## src/rtl/uart_pkg.sv

```systemverilog
// Shared UART definitions: receiver state encoding and baud-rate arithmetic.
package uart_pkg;

   typedef enum logic [2:0] {
      IDLE,
      START,
      DATA,
      STOP,
      BREAK
   } rx_state_t;

   function automatic int bit_cycles(input int clock_freq, input int baud);
      return clock_freq / baud;
   endfunction

endpackage

```

## src/rtl/sync_2ff.sv

```systemverilog
// Two-flop synchroniser for signals arriving from another clock domain.
module sync_2ff #(
   parameter int               WIDTH     = 1,
   parameter logic [WIDTH-1:0] RESET_VAL = '1
) (
   input  logic             clock,
   input  logic             reset_n,
   input  logic [WIDTH-1:0] d,
   output logic [WIDTH-1:0] q
);

   logic [WIDTH-1:0] meta;

   always_ff @(posedge clock or negedge reset_n) begin
      if (!reset_n) begin
         meta <= RESET_VAL;
         q    <= RESET_VAL;
      end else begin
         meta <= d;
         q    <= meta;
      end
   end

endmodule

```

## src/rtl/uart_rx.sv

```systemverilog
// 8N1-style serial receiver: mid-bit sampling, one-entry valid/ready output buffer,
// framing-error and overrun pulses.
module uart_rx
   import uart_pkg::*;
#(
   parameter int BAUD_RATE  = 9600,
   parameter int CLOCK_FREQ = 50000000,
   parameter int DATA_BITS  = 8
) (
   input  logic                 clock,
   input  logic                 reset_n,
   input  logic                 rx,
   output logic [DATA_BITS-1:0] rx_data,
   output logic                 rx_valid,
   input  logic                 rx_ready,
   output logic                 rx_busy,
   output logic                 frame_err,
   output logic                 overrun
);

   localparam int BIT_CYCLES  = bit_cycles(CLOCK_FREQ, BAUD_RATE);
   localparam int HALF_CYCLES = BIT_CYCLES / 2;
   localparam int CNT_W       = (BIT_CYCLES > 2) ? $clog2(BIT_CYCLES) : 1;
   localparam int BIT_W       = $clog2(DATA_BITS);

   // Handshake: a word transfers on every clock edge where rx_valid & rx_ready;
   // rx_valid never waits on rx_ready, and a new word overwrites an unread one.

   logic                 rx_s;
   rx_state_t            state, state_n;
   logic [CNT_W-1:0]     clock_count, clock_count_n;
   logic [BIT_W-1:0]     bit_count, bit_count_n;
   logic [DATA_BITS-1:0] shift, shift_n;
   logic                 commit, commit_n;
   logic                 frame_err_n;

   sync_2ff #(.WIDTH(1), .RESET_VAL(1'b1)) u_sync (
      .clock   (clock),
      .reset_n (reset_n),
      .d       (rx),
      .q       (rx_s)
   );

   always_ff @(posedge clock or negedge reset_n) begin
      if (!reset_n) begin
         state       <= IDLE;
         clock_count <= '0;
         bit_count   <= '0;
         shift       <= '0;
         commit      <= 1'b0;
         frame_err   <= 1'b0;
      end else begin
         state       <= state_n;
         clock_count <= clock_count_n;
         bit_count   <= bit_count_n;
         shift       <= shift_n;
         commit      <= commit_n;
         frame_err   <= frame_err_n;
      end
   end

   always_comb begin
      state_n       = state;
      clock_count_n = clock_count + 1'b1;
      bit_count_n   = bit_count;
      shift_n       = shift;
      commit_n      = 1'b0;
      frame_err_n   = 1'b0;
      case (state)
         IDLE: begin
            clock_count_n = '0;
            bit_count_n   = '0;
            if (!rx_s) state_n = START;
         end
         START: begin
            if (clock_count == CNT_W'(HALF_CYCLES - 1)) begin
               clock_count_n = '0;
               state_n       = rx_s ? IDLE : DATA;
            end
         end
         DATA: begin
            if (clock_count == CNT_W'(BIT_CYCLES - 1)) begin
               clock_count_n      = '0;
               shift_n[bit_count] = rx_s;
               if (bit_count == BIT_W'(DATA_BITS - 1)) begin
                  bit_count_n = '0;
                  state_n     = STOP;
               end else begin
                  bit_count_n = bit_count + 1'b1;
               end
            end
         end
         STOP: begin
            if (clock_count == CNT_W'(BIT_CYCLES - 1)) begin
               clock_count_n = '0;
               if (rx_s) begin
                  commit_n = 1'b1;
                  state_n  = IDLE;
               end else begin
                  frame_err_n = 1'b1;
                  state_n     = BREAK;
               end
            end
         end
         BREAK: begin
            clock_count_n = '0;
            if (rx_s) state_n = IDLE;
         end
         default: begin
            clock_count_n = '0;
            state_n       = IDLE;
         end
      endcase
   end

   assign rx_busy = (state != IDLE);

   // A commit coinciding with an accept replaces the consumed word without an overrun.
   always_ff @(posedge clock or negedge reset_n) begin
      if (!reset_n) begin
         rx_data  <= '0;
         rx_valid <= 1'b0;
         overrun  <= 1'b0;
      end else begin
         overrun <= 1'b0;
         if (commit) begin
            rx_data  <= shift;
            rx_valid <= 1'b1;
            overrun  <= rx_valid & ~rx_ready;
         end else if (rx_valid && rx_ready) begin
            rx_valid <= 1'b0;
         end
      end
   end

endmodule
```

## config.mk

```make
export PLATFORM = sky130hd
export DESIGN_NAME = uart_rx
export DESIGN_NICKNAME = d
export VERILOG_FILES = /design/src/rtl/uart_pkg.sv /design/src/rtl/sync_2ff.sv /design/src/rtl/uart_rx.sv
export SDC_FILE = /design/constraint.sdc
export NUM_CORES = 1
export LEC_CHECK = 0
export BUFFER_PORTS_ARGS = -buffer_cell sky130_fd_sc_hd__buf_2
export CAP_MARGIN = 20
export CORE_MARGIN = 4
export CORE_UTILIZATION = 60
export DETAILED_ROUTE_END_ITERATION = 8
export HOLD_SLACK_MARGIN = 0.15
export PLACE_DENSITY = 0.8
export SYNTH_ARGS = -nofsm -noshare
export SYNTH_HDL_FRONTEND = slang
export SYNTH_HIERARCHICAL = 1
export SYNTH_SLANG_ARGS = --single-unit
export TNS_END_PERCENT = 100
```

## constraint.sdc

```tcl
create_clock -name clock -period 4.9 [get_ports clock]
set_clock_uncertainty 0.15 [all_clocks]
set_input_delay 0.98 -clock clock [delete_from_list [all_inputs] [get_ports clock]]
set_output_delay 0.98 -clock clock [all_outputs]
set_load 0.1 [all_outputs]
```

==> reports/qor.yml <==
synth_area_per_cell_um2: 11.8
yosysWarnings: 6
rsz0062_at_grt: "false"
grt_usage: 0.185
ios: 16
routedWlPerCell_um: 14.5
wl_um: 3310
crit_family: "flip-flops"
leakagePower_nw: 1.03
area_delta_synth_final_pct: 8.21
ys.flop_type: "dfrtp_1"
syn-instance-count: 166
cp_data_required_time_ns: 3.77
ctsHoldBuffers: 0
p_per_area_nw_per_um2: 243
grt_pass1_wl_um: 5990
cp.arrival_ns: 1.58
drive_gt1_frac: 0.277
final.period_utilization: 0.553
ys_types: 46
final_net_count: 190
num_vias: 1319
hold_viol_final: 0
critPathSlowestCell: "dfrtp_1"
dp_hpwl_um: 2360
grt_overflow_total: 0
die_w_um: 65.0
regToRegSetupSlack_ns: 2.84
min_path_type: "reg -> reg"
insertion_delay_ns: 0.35
core_area_um2: 3080
port_buffers: 15
root_buffer: "clkbuf_4"
initial_core_util: 0.634
cts_max_level: 2
worst-path-buf-inv: 1
crit_chain: "or3_1 -> buf_2"
drt_iter0_drc: 75
tritoncts: "done"
ys_ff_latch: 41
min_from: "u_sync/meta"
ir_worst_vdd_mv: 0.157
cts_setup_buffers: 0
cts_inserted_buffers: 5
die_h_um: 65.0
rows: 20
finalSetupTns_ns: 0
drv_cap: 0
start_kind: "register"
end_kind: "primary output"
design_area_um2: 2110
outcome: "finished, final reports clean"
drc: 0
slew_headroom: 0.428
min_period_ns: 2.71
drtPass1Iterations: 4
antenna_found_initial: 0
reg2reg_from: "clock_count[0]"
min_to: "u_sync/q"
achievable-frequency_mhz: 369
yosysSeqAreaShare: 0.527
grt_max_degree: 42
antenna_left: 0
final_max_slew_viol_count: 0
cts_resized: 0
placed_area_um2: 2060
dieArea_um2: 4230
path_max_fanout: 10
synth_edf_count: 0
gp_congestion: 0.890
diodes: 0
setup_violations: 0
via_per_inst: 5.79
async_reset_ff_frac: 1.00
syn-num-nets: 173
netlist_area_um2: 1950
clk_pin_slew_worst_paths_ns: 0.12
ff2ff_path_depth: 5
r2r-end: "clock_count[4]"
hold_path_depth: 0
clock_sinks: 41
slowest_delay_ns: 0.50
grt_pass1_vias: 1332
critPathKind: "reg -> out"
max_slew.worst_pin.slew_ns: 0.858
clockBufferDepth: 2
==> synthesized netlist by cell type (2+ instances only) <==
cell type / number / area [um^2]
clkbuf_1: 2 / 7.51
xor2_1: 5 / 43.8
and4bb_2: 3 / 37.5
mux2_1: 2 / 22.5
o21ai_0: 6 / 30.0
and4bb_4: 3 / 48.8
nor2_1: 19 / 71.3
inv_1: 4 / 15.0
xnor2_1: 6 / 52.6
dfrtp_1: 39 / 976
nor3_2: 2 / 20.0
nand4_1: 2 / 12.5
nor2b_1: 2 / 12.5
nand3_1: 10 / 50.1
nor3_1: 2 / 10.0
nand2_1: 8 / 30.0
ha_1: 3 / 37.5
o311ai_0: 2 / 17.5
nand2b_1: 3 / 18.8
buf_2: 2 / 10.0
o31ai_1: 6 / 45.0
dfstp_2: 2 / 52.6
and3_1: 2 / 12.5
mux2_2: 9 / 101
==> flip-flops by register name, indices dropped and copies added, names as in the netlist <==
signal and count:
frame_err 1, rx_data 8, state 3, u_sync/meta 1, rx_valid 1, bit_count 3, commit 1, u_sync/q 1
shift 8, overrun 1, clock_count 13
==> layout make-up <==
| class | count | area (um^2) |
|---|---|---|
| Sequential cell | 41 | 1030 |
| Fill cell | 242 | 967 |
| Multi-Input combinational cell | 116 | 882 |
| Timing Repair Buffer | 15 | 75.1 |
| Tap cell | 44 | 55.1 |
| Clock buffer | 5 | 37.5 |
| Clock inverter | 3 | 17.5 |
| Inverter | 4 | 15.0 |
==> how the worst max path moves through the flow <==
| stage | from | to | slack, ns | depth (start not counted) |
|---|---|---|---|---|
| after floorplan | state[0] | rx_busy | 2.50 | 2 |
| after CTS | state[0] | rx_busy | 2.18 | 2 |
| after global routing | state[0] | rx_busy | 2.13 | 2 |
| after detailed placement | state[0] | rx_busy | 2.60 | 2 |
| after global placement | state[0] | rx_busy | 2.61 | 2 |
| final | state[0] | rx_busy | 2.19 | 2 |
==> where the power goes <==
group	internal, mW	leakage (nW)	switching (mW)
Sequential	0.340	0.551	0.00105
Clock	0.0541	0.0310	0.109
Combinational	0.00121	0.451	0.00727
==> worst register-to-register path, cell delays in order, from the launching register on <==
cell	delay, ns
dfrtp_1	0.41
ha_1	0.28
and4bb_4	0.34
a31oi_1	0.12
a31oi_2	0.52
nor2_1	0.12
==> per-stage QoR <==
step	hold slack [ns]	util	std cells	power [mW]	worst slack [ns]
5_1_grt	0.226	0.686	228	0.538	2.13
2_1_floorplan	0.195	-	166	0.348	2.50
3_5_place_dp	0.202	0.668	220	0.356	2.60
6_report	0.219	0.686	228	0.513	2.19
4_1_cts	0.222	0.686	228	0.518	2.18
3_3_place_gp	0.200	0.668	220	0.356	2.61
==> per-layer routing <==
layer / vias up / global-route usage / routed length [um]
met5: - / 0 / 0
met4: 0 / 0.0751 / 48
met3: 6 / 0.0537 / 133
met2: 28 / 0.282 / 1600
met1: 646 / 0.247 / 1530
li1: 639 / - / -
==> cell usage in the layout (no fill, tap or decap), types with 3 or more instances in the layout <==
cell type and n:
xnor2_1 6, ha_1 3, clkbuf_4 5, buf_2 15, o31ai_1 6, and4bb_2 3, xor2_1 5, and4bb_4 3
nand2b_1 3, nor2_1 19, o21ai_0 6, inv_1 4, dfrtp_1 39, nand2_1 8, mux2_2 9, nand3_1 10
==> logic make-up after synthesis <==
logic type,share of synthesized area
simple gates,0.237
mux,0.0686
compound gates,0.0776
fa+ha+maj,0.0192
xor+xnor,0.0494
buf+inv,0.0205
flops,0.527
No activity file was read; power rests on OpenSTA's default activity.
